## src/rtl/crypt_pkg.sv

```systemverilog
// Shared constants, frame field positions, FSM state type and checksum helper
// for the decrypt engine.
package crypt_pkg;

  localparam int RAW_W   = 60;
  localparam int ENC_W   = 78;
  localparam int SYM_W   = 6;
  localparam int NUM_SYM = 10;
  localparam int CNT_W   = 4;
  localparam int SUM_W   = 9;

  // Encrypted frame layout: {S6 salt, S9 salt, c9..c0, checksum}
  localparam int S6_LSB  = 72;
  localparam int S6_W    = 6;
  localparam int S9_LSB  = 63;
  localparam int S9_W    = 9;
  localparam int SYM_LSB = 3;
  localparam int CHK_LSB = 0;
  localparam int CHK_W   = 3;

  typedef enum logic [1:0] {
    IDLE,
    DECODE,
    CHECK,
    DONE
  } stateT;

  function automatic logic [CHK_W-1:0] calcChecksum(input logic [SUM_W-1:0] sum,
                                                     input logic [S9_W-1:0]  s9);
    logic [SUM_W-1:0] total;
    total = sum + s9;
    return total[CHK_W-1:0];
  endfunction

endpackage

```

## src/rtl/decrypt_engine_if.sv

```systemverilog
// Frame-in / result-out handshake bundle of the decrypt engine; master is the
// frame producer and result consumer, slave is the engine.
interface decrypt_engine_if;
  import crypt_pkg::*;

  logic             in_valid;
  logic             in_ready;
  logic [ENC_W-1:0] enc_in;
  logic [RAW_W-1:0] password;
  logic             out_valid;
  logic             out_ready;
  logic [RAW_W-1:0] data_out;
  logic             err;

  modport master (
    output in_valid, enc_in, password, out_ready,
    input  in_ready, out_valid, data_out, err
  );

  modport slave (
    input  in_valid, enc_in, password, out_ready,
    output in_ready, out_valid, data_out, err
  );

endinterface

```

## src/rtl/sym_decode.sv

```systemverilog
// Combinational single-symbol decoder: p = ((c - s6 - index) mod 64) ^ pw.
// Shared by the engine across all ten symbol positions.
module sym_decode
  import crypt_pkg::*;
(
  input  logic [SYM_W-1:0] c,
  input  logic [SYM_W-1:0] s6,
  input  logic [CNT_W-1:0] index,
  input  logic [SYM_W-1:0] pw,
  output logic [SYM_W-1:0] p
);

  logic [SYM_W-1:0] unsalted;

  // 6-bit arithmetic wraps naturally, so c < s6 + index needs no special case
  assign unsalted = c - s6 - {{(SYM_W-CNT_W){1'b0}}, index};
  assign p        = unsalted ^ pw;

endmodule

```

## src/rtl/decrypt_engine.sv

```systemverilog
// Frame decrypt engine: one symbol per cycle through a shared sym_decode, with
// an optional checksum stage enabled by the DECRYPT_CHECKSUM_EN macro.
module decrypt_engine
  import crypt_pkg::*;
#(
  parameter bit CLR_ON_ERR = 1'b1
) (
  input  logic Clk,
  input  logic Rst,
  decrypt_engine_if.slave bus
);

  stateT                    state;
  stateT                    stateNext;
  logic [CNT_W-1:0]         symCnt;
  logic [S6_W-1:0]          s6Reg;
  logic [NUM_SYM*SYM_W-1:0] cipherReg;
  logic [RAW_W-1:0]         pwReg;
  logic [RAW_W-1:0]         dataReg;
  logic [SYM_W-1:0]         symC;
  logic [SYM_W-1:0]         symPw;
  logic [SYM_W-1:0]         symP;
  logic                     accept;
  logic                     lastSym;
  logic                     errFlag;

  assign accept  = bus.in_valid && (state == IDLE);
  assign lastSym = (symCnt == CNT_W'(NUM_SYM - 1));

  // NOTE: sequential state uses non-blocking assignments so every register
  // samples pre-edge values regardless of process ordering.
  always_ff @(posedge Clk) begin
    if (Rst) state <= IDLE;
    else     state <= stateNext;
  end

  // NOTE: every output of this block is defaulted first so no path can leave
  // one unassigned and infer a latch.
  always_comb begin
    stateNext     = state;
    bus.in_ready  = 1'b0;
    bus.out_valid = 1'b0;
    unique case (state)
      IDLE: begin
        bus.in_ready = 1'b1;
        if (accept) stateNext = DECODE;
      end
      DECODE: begin
`ifdef DECRYPT_CHECKSUM_EN
        if (lastSym) stateNext = CHECK;
`else
        if (lastSym) stateNext = DONE;
`endif
      end
      CHECK: stateNext = DONE;
      DONE: begin
        bus.out_valid = 1'b1;
        if (bus.out_ready) stateNext = IDLE;
      end
      default: stateNext = IDLE;
    endcase
  end

  // Select the current symbol and key slice for the shared decoder
  always_comb begin
    symC  = '0;
    symPw = '0;
    for (int k = 0; k < NUM_SYM; k++) begin
      if (symCnt == CNT_W'(k)) begin
        symC  = cipherReg[k*SYM_W +: SYM_W];
        symPw = pwReg[k*SYM_W +: SYM_W];
      end
    end
  end

  sym_decode symDecode (
    .c     (symC),
    .s6    (s6Reg),
    .index (symCnt),
    .pw    (symPw),
    .p     (symP)
  );

  // NOTE: the frame registers are reset as well, so an aborted frame can
  // never surface as stale output later.
  always_ff @(posedge Clk) begin
    if (Rst) begin
      symCnt    <= '0;
      s6Reg     <= '0;
      cipherReg <= '0;
      pwReg     <= '0;
      dataReg   <= '0;
    end else if (accept) begin
      symCnt    <= '0;
      s6Reg     <= bus.enc_in[S6_LSB +: S6_W];
      cipherReg <= bus.enc_in[SYM_LSB +: NUM_SYM*SYM_W];
      pwReg     <= bus.password;
      dataReg   <= '0;
    end else if (state == DECODE) begin
      symCnt <= symCnt + CNT_W'(1);
      for (int k = 0; k < NUM_SYM; k++) begin
        if (symCnt == CNT_W'(k)) dataReg[k*SYM_W +: SYM_W] <= symP;
      end
    end
  end

`ifdef DECRYPT_CHECKSUM_EN
  logic [SUM_W-1:0] sumReg;
  logic [S9_W-1:0]  s9Reg;
  logic [CHK_W-1:0] chkReg;
  logic             errReg;

  always_ff @(posedge Clk) begin
    if (Rst) begin
      sumReg <= '0;
      s9Reg  <= '0;
      chkReg <= '0;
      errReg <= 1'b0;
    end else if (accept) begin
      sumReg <= '0;
      s9Reg  <= bus.enc_in[S9_LSB +: S9_W];
      chkReg <= bus.enc_in[CHK_LSB +: CHK_W];
      errReg <= 1'b0;
    end else if (state == DECODE) begin
      sumReg <= sumReg + SUM_W'(symP);
    end else if (state == CHECK) begin
      errReg <= (calcChecksum(sumReg, s9Reg) != chkReg);
    end
  end

  assign errFlag = errReg;
`else
  assign errFlag = 1'b0;
`endif

  // Results are only visible in DONE; an errored result may be blanked
  assign bus.err      = (state == DONE) && errFlag;
  assign bus.data_out = ((state == DONE) && !(CLR_ON_ERR && errFlag)) ? dataReg : '0;

endmodule

```

## src/flat_wrapper.sv

```systemverilog
// flat-port wrapper written by rule: the top's interface ports become plain ports
module decrypt_engine_flat import crypt_pkg::*;
#(
  parameter bit CLR_ON_ERR = 1'b1
)
  (Clk, Rst, bus_in_valid, bus_enc_in, bus_password, bus_out_ready, bus_in_ready, bus_out_valid, bus_data_out, bus_err);
  decrypt_engine_if bus_i ();
  input  logic Clk;
  input  logic Rst;
  input wire logic [$bits(bus_i.in_valid)-1:0] bus_in_valid;
  input wire logic [$bits(bus_i.enc_in)-1:0] bus_enc_in;
  input wire logic [$bits(bus_i.password)-1:0] bus_password;
  input wire logic [$bits(bus_i.out_ready)-1:0] bus_out_ready;
  output wire logic [$bits(bus_i.in_ready)-1:0] bus_in_ready;
  output wire logic [$bits(bus_i.out_valid)-1:0] bus_out_valid;
  output wire logic [$bits(bus_i.data_out)-1:0] bus_data_out;
  output wire logic [$bits(bus_i.err)-1:0] bus_err;
  assign bus_i.in_valid = bus_in_valid;
  assign bus_i.enc_in = bus_enc_in;
  assign bus_i.password = bus_password;
  assign bus_i.out_ready = bus_out_ready;
  assign bus_in_ready = bus_i.in_ready;
  assign bus_out_valid = bus_i.out_valid;
  assign bus_data_out = bus_i.data_out;
  assign bus_err = bus_i.err;
  decrypt_engine #(.CLR_ON_ERR(CLR_ON_ERR)) u_core (.Clk(Clk), .Rst(Rst), .bus(bus_i));
endmodule
```

## config.mk

```make
export PLATFORM = sky130hd
export DESIGN_NAME = decrypt_engine_flat
export DESIGN_NICKNAME = d
export VERILOG_FILES = /design/src/rtl/crypt_pkg.sv /design/src/rtl/decrypt_engine_if.sv /design/src/rtl/sym_decode.sv /design/src/rtl/decrypt_engine.sv /design/src/flat_wrapper.sv
export SDC_FILE = /design/constraint.sdc
export NUM_CORES = 1
export LEC_CHECK = 0
export CELL_PAD_IN_SITES_DETAIL_PLACEMENT = 0
export CELL_PAD_IN_SITES_GLOBAL_PLACEMENT = 1
export CORE_MARGIN = 2
export CORE_UTILIZATION = 33
export DETAILED_ROUTE_END_ITERATION = 7
export PLACE_DENSITY_LB_ADDON = 0.1
export SETUP_SLACK_MARGIN = 0.5
export SYNTH_ARGS = -nofsm -noshare
export SYNTH_HDL_FRONTEND = slang
export SYNTH_SLANG_ARGS = --single-unit
export TNS_END_PERCENT = 100
```

## constraint.sdc

```tcl
create_clock -name Clk -period 3.93 [get_ports Clk]
set_clock_uncertainty 0.2 [all_clocks]
set_input_delay 0.5895 -clock Clk [delete_from_list [all_inputs] [get_ports Clk]]
set_output_delay 0.5895 -clock Clk [all_outputs]
set_load 0.005 [all_outputs]
```

* Word-level counts from Yosys, hierarchy flattened
Cells that the tools add are included.
** Word-level totals
- Register bits after elaboration :: 192
- Output and inout bits :: 63
- Logic and storage cells :: 76
** Cells by class
- Muxes and demuxes :: 27
- Equal/unequal tests :: 15
- Bitwise logic cells :: 1
- $add $sub $neg :: 3
- Reductions and logical operators :: 15
** Operators by type and width (count)
- 2-to-1 mux 6 bit :: 20
- 2-to-1 mux 60 bit :: 1
- AND reduction 2 bit :: 10
- equality test 4 x 3 -> 1 bit (second input constant) :: 4
- equality test 4 x 2 -> 1 bit (second input constant) :: 2
- equality test 4 bit (second input constant) :: 2
- case mux 2 bit (4 select lines) :: 1
- 2-to-1 mux 2 bit :: 3
- subtractor 6 x 4 -> 6 bit :: 1
- subtractor 6 bit :: 1
- bitwise XOR 6 bit :: 1
- adder 4 x 1 -> 4 bit (second input constant) :: 1
- equality test 2 bit (second input constant) :: 2
- equality test 4 x 1 -> 1 bit (second input constant) :: 1
- logical NOT 4 bit :: 1
- != test 2 x 1 -> 1 bit (second input constant) :: 2
- AND reduction 3 bit :: 1
- equality test 2 x 1 -> 1 bit (second input constant) :: 1
- logical NOT 2 bit :: 1
- 2-to-1 mux 1 bit :: 2
- != test 2 bit (second input constant) :: 1
- OR reduction 2 bit :: 1
- logical AND 1 bit :: 1

* Logic depth before layout (Yosys ltp)
- Depth after elaboration :: 14
- Gate-level depth with buffers :: 22
- Gate-level depth less buffers :: 19

* Cells and area by module
From an unflattened synthesis, not the netlist that was laid out.
** Unflattened totals
- Cells, all modules :: 1131
- Area total of the unflattened synthesis :: 8745.9 um^2
** Modules (own cells, without submodules)
- decrypt_engine :: area an instance 8361.8 um^2, cells each 1085, sequential area each 3843.7 um^2, instances 1
- sym_decode :: area an instance 384.1 um^2, cells each 46, sequential area each 0.0 um^2, instances 1

* Worst setup path after synthesis
OpenSTA, ideal clock, no wires.
- Kind :: reg2reg
- Start point :: reg u_core.symCnt[0]
- End point :: reg u_core.dataReg[10]
- Path slack :: -0.308 ns
- Setup time :: 0.146 ns
- Cell stages (with the launch flop) :: 18
- Arrival :: 3.892 ns
- Cells stage by stage :: dfxtp_1 > inv_1 > ha_1 > buf_4 > clkbuf_1 > clkbuf_1 > clkbuf_1 > a21oi_1 > o211ai_1 > o21ai_0 > o21ai_0 > fa_1 > ha_1 > a21o_1 > a21oi_1 > xnor2_1 > xnor2_1 > a21oi_1
** Between the ends
- Longest elaborated chain between the ends :: 14
- Elaborated cells on any way between the ends :: 34
- Classes of those cells :: 2 x add/sub; 9 x eq/ne; 20 x mux; 1 x bitwise; 2 x reduce/logical
** RTL lines
- from (decl) :: line decrypt_engine.sv:15 : logic [CNT_W-1:0] symCnt;
- from (signal assigned) :: line decrypt_engine.sv:100 : symCnt <= symCnt + CNT_W'(1);
- logical NOT 4 bit :: line decrypt_engine.sv:69 : if (symCnt == CNT_W'(k)) begin
- 2-to-1 mux 6 bit (10 in a row) :: line decrypt_engine.sv:69
- subtractor 6 bit :: line sym_decode.sv:16 : assign unsalted = c - s6 - {{(SYM_W-CNT_W){1'b0}}, index};
- subtractor 6 x 4 -> 6 bit :: line sym_decode.sv:16
- bitwise XOR 6 bit :: line sym_decode.sv:17 : assign p = unsalted ^ pw;
- to (signal, indexed assignment) :: line decrypt_engine.sv:102 : if (symCnt == CNT_W'(k)) dataReg[k*SYM_W +: SYM_W] <= symP;
- to (decl) :: line decrypt_engine.sv:19 : logic [RAW_W-1:0] dataReg;
Parallel ways exist; a longest one is shown, timed or not.
A chain may end at the register's enable or synchronous reset.

* Worst setup path after layout
- Start point :: reg u_core.symCnt[0]
- End point :: reg u_core.dataReg[59]
Same word-level chain as after synthesis.

==> results.txt <==
The run finished with clean final reports. For the TritonCTS sink count, the log shows 192. The worst hold path terminates at u_core.state[0]$_SDFFE_PP0P_. The clock reaches the later pin of the worst-skew pair after 0.43 ns. Setup repair after global routing could not meet its margin everywhere.

The tightest min-delay check is of the input pin to flop type. Cell repeated most along the worst path: sky130_fd_sc_hd__xnor2_2. Counting cells, the worst reg-to-reg path comes to 18.

The critical path required time came out at 4.04 ns. The final critical path takes up 96.3% of the cycle. Yosys mapped the design onto 60 distinct sky130hd cell types.

The total standard cell area after synthesis was 8920 um^2; the post-synthesis net count was 1358. The critical path's largest stage delay was 0.49 ns; the area of the core region was 26700 um^2. The worst reg2reg path startpoint was u_core.symCnt[0]$_SDFFE_PP0P_. The total power consumption of the routed design is 7010 uW. The worst setup path is launched from a flop. The part of the Yosys area used for sequential elements came out at 43.1%. Across the VDD grid, the largest voltage drop is 0.316 mV.

After synthesis, the mean cell area works out to 7.45 um^2. Global-route wire length before repair: 43.4 mm. Clock tree synthesis selected as its root buffer the cell sky130_fd_sc_hd__clkbuf_16.

Routability-driven placement finished with a final weighted congestion of 0.767. The final count of pins violating max slew came out at 0. The first-iteration detailed-routing DRC count was 563; the average via count per standard cell was 4.83.

The run gives 127 as the pin count of the biggest net entering global routing. The tools report the launch point of the worst hold path as Rst. The number of placement rows came out at 60. In this run the biggest area consumer among cell types represents 43.1% of the synthesized area. Summing over every cut layer, the via total after detailed routing is 8330. For the pin with the worst max-slew slack, the measured transition is 0.777 ns. The tools report the worst flop-to-flop path endpoint as u_core.dataReg[59]$_SDFFE_PP0P_.

sky130_fd_sc_hd__dfxtp_1 takes more of the synthesized area than any other cell. The tools report the post-detailed-placement half-perimeter wirelength as 19.5 mm. At the end of the flow, the number of nets in the layout was 1531.

In the routed design, unresolved DRC markers number 0. Static timing analysis puts the maximum clock frequency at 264 MHz. The post-route minimum period is 3.78 ns.

In the synthesized netlist the async set-or-reset flop fraction comes to 0%. In the global route stage, overall resource usage came out at 19.4%. The area growth from synthesis to layout is 41.1%. Cells with a size suffix above 1 make up 12.8% of the layout. Hold timing on the final database bottoms out at a slack of 0.178 ns. The data arrival time of the worst path is 3.89 ns.

The via count of the first global-routing pass was 7980. The run gives 0 as the number of warning messages in the yosys log. The critical path in this run is classified as flop to flop. 0 antenna diodes ended up in the layout. After routing, the total negative slack on setup checks comes to 0 ns. Sorting the synthesized cells by area gives the leading types as sky130_fd_sc_hd__dfxtp_1, sky130_fd_sc_hd__nand2_1, sky130_fd_sc_hd__a21oi_1, sky130_fd_sc_hd__and2_1, sky130_fd_sc_hd__clkbuf_1.

Leaving out fill and tap cells, the most frequent cell in the layout is sky130_fd_sc_hd__nand2_1. The logs give 0 for the initial antenna violation count and 0 for the count of max-cap constraint violations. Effective utilization at floorplan: 33.4%.

The run gives 5 as the number of search-and-repair iterations in the first detailed-routing pass. Across all setup checks in the final design, the least slack found is 0.146 ns. The largest fanout on the critical path is 6, and the count of buffering cells on the critical path with inverters included is 3. The floorplan step set the die height to 168 um.

On the critical path the largest part of the delay comes from compound AO/OA/AOI/OAI gates. Clock-pin slew was measured on the worst setup and hold paths at 0.07 ns. The logs give 0 for the final hold violation count and 17 for the number of CTS-inserted buffers.

The signal on the critical path passes through inv_6 -> ha_4 -> and3_4 -> a21oi_2 -> o21ai_1 -> mux4_2 -> a222oi_1 -> ha_2 -> xnor2_2 -> a221oi_2 -> nand2_1 -> mux2_4 -> nand3_4 -> xnor2_4 -> xnor2_2 -> buf_6 -> clkbuf_16 -> a21oi_1. The worst register-to-register path has a setup slack of 0.15 ns. In this run the remaining antenna-violating nets after routing total 0. In this run the number of H-tree levels came out at 4. The number of standard cells after synthesis was 1198. The run gives 48.2% as the worst-case headroom to the max-slew limit.

The die covers 28400 um^2. At the placement stage, the worst setup path has a slack of 0.0510 ns. The final core utilization was 47.1%; the leakage dissipation was 0.00463 uW. In this run the horizontal extent of the chip is 168 um.

The clock passes through at most 2 buffers. The number of enable-type register cells in the synthesized netlist came out at 0. After detailed routing, the average wire length per cell comes to 16.3 um. In this run the power density over the cells is 557 nW/um^2. The number of I/O port buffers is 191. For the top-level I/O count, the log shows 205. Wires add up to 28.1 mm. TritonCTS built the clock tree. Among all stages on the critical path, the largest delay is contributed by sky130_fd_sc_hd__mux4_2. The tools report the endpoint kind of the worst setup timing path as a flop. Leaving out fill and tap cells, the most frequent cells in the layout are sky130_fd_sc_hd__nand2_1, sky130_fd_sc_hd__clkdlybuf4s50_1, sky130_fd_sc_hd__dfxtp_1. The primary flip-flop cell chosen by synthesis mapping is sky130_fd_sc_hd__dfxtp_1. The tools report the total of endpoints with negative setup slack in the final report as 0. The register bit total from synthesis is 192.

The worst hold path was traced through 2 stages. The total overflow reported by the global router was 0.
-- power by group --
group          switching (uW)  leakage (uW)  internal, uW
Combinational            1630       0.00278          1420
Sequential                118       0.00157          2140
Clock                     839      0.000279           874
-- metrics by stage --
| stage | cells | instance area (um^2) |
|---|---|---|
| 2_1_floorplan | 1198 | 9140 |
| 3_3_place_gp | 1676 | 11400 |
| 3_5_place_dp | 1676 | 11400 |
| 4_1_cts | 1722 | 12300 |
| 5_1_grt | 1725 | 12600 |
| 6_report | 1725 | 12600 |
-- cell usage after synthesis (all sizes together) (2+ instances only) --
cell type and count:
nand2 353, a21oi 215, dfxtp 192, and2 70, clkbuf 69, nor2 54
o21ai 47, buf 24, inv 23, and3 18, ha 14, nor2b 14
xnor2 11, nand3b 8, a221oi 7, mux2i 7, o211ai 7, a211oi 5
xor2 5, a22oi 4, fa 4, nand2b 4, nand3 4, a311oi 3
o221ai 3, a21o 2, a222oi 2, a22o 2, o2111ai 2, o21bai 2
o22ai 2, or3 2
-- worst reg2reg max path, stage by stage (launching register included) --
cell and delay (ns):
sky130_fd_sc_hd__dfxtp_4 0.40, sky130_fd_sc_hd__inv_6 0.04, sky130_fd_sc_hd__ha_4 0.18, sky130_fd_sc_hd__and3_4 0.19, sky130_fd_sc_hd__a21oi_2 0.10, sky130_fd_sc_hd__o21ai_1 0.08
sky130_fd_sc_hd__mux4_2 0.49, sky130_fd_sc_hd__a222oi_1 0.36, sky130_fd_sc_hd__ha_2 0.26, sky130_fd_sc_hd__xnor2_2 0.09, sky130_fd_sc_hd__a221oi_2 0.22, sky130_fd_sc_hd__nand2_1 0.08
sky130_fd_sc_hd__mux2_4 0.29, sky130_fd_sc_hd__nand3_4 0.09, sky130_fd_sc_hd__xnor2_4 0.13, sky130_fd_sc_hd__xnor2_2 0.13, sky130_fd_sc_hd__buf_6 0.14, sky130_fd_sc_hd__clkbuf_16 0.15
sky130_fd_sc_hd__a21oi_1 0.06
-- area by class of cell --
class,count,area [um^2]
clock inverter,12,114
timing repair buffer,247,2550
multi-input combinational,889,5080
fill,2719,14100
clock buffer,20,457
tap,341,427
sequential,192,3850
inverter,24,106
-- per-layer routing --
| metal | wire length (um) | GRT usage (%) | part of all wire [%] |
|---|---|---|---|
| met2 | 13300 | 32.3 | 47 |
| met5 | 0 | 0 | 0 |
| met4 | 340 | 4.35 | 1.2 |
| met1 | 13500 | 26.5 | 48 |
| met3 | 1020 | 3.10 | 3.6 |
-- worst max path at each step --
stage	start	endpoint	slack (ns)	cells past startpoint
5_1_grt	u_core.symCnt[0]$_SDFFE_PP0P_	u_core.dataReg[59]$_SDFFE_PP0P_	-0.005	18
3_3_place_gp	u_core.symCnt[0]$_SDFFE_PP0P_	u_core.dataReg[22]$_SDFFE_PP0P_	0.05	18
4_1_cts	u_core.symCnt[0]$_SDFFE_PP0P_	u_core.dataReg[40]$_SDFFE_PP0P_	0.23	18
6_report	u_core.symCnt[0]$_SDFFE_PP0P_	u_core.dataReg[59]$_SDFFE_PP0P_	0.15	18
2_1_floorplan	u_core.symCnt[1]$_SDFFE_PP0P_	u_core.dataReg[11]$_SDFFE_PP0P_	0.23	19
3_5_place_dp	u_core.symCnt[0]$_SDFFE_PP0P_	u_core.dataReg[10]$_SDFFE_PP0P_	0.05	18
-- flip-flops by register name, summed over array words and instances, names as in the netlist --
register          count
u_core.state          2
u_core.symCnt         4
u_core.s6Reg          6
u_core.cipherReg     60
u_core.dataReg       60
u_core.pwReg         60
-- cell families after synthesis --
family | count (synthesis) | synth area share (%)
compound gates | 311 | 19.3
xor+xnor | 16 | 1.82
fa+ha+maj | 18 | 2.86
buf+inv | 117 | 5.40
flops | 192 | 43.1
mux | 9 | 1.16
other cells | 1 | 0.0420
simple gates | 534 | 26.3
-- repair_timing --
item                                    4_1_cts  5_1_grt
setup buffers                                13        1
pin swaps                                    17       38
endpoints found under the setup margin       49       49
hold buffers                                  0        0
endpoints found under the hold margin         0        0
gates cloned                                  1        2
gates resized for setup                      35       61
No activity file was read; power rests on OpenSTA's default activity.
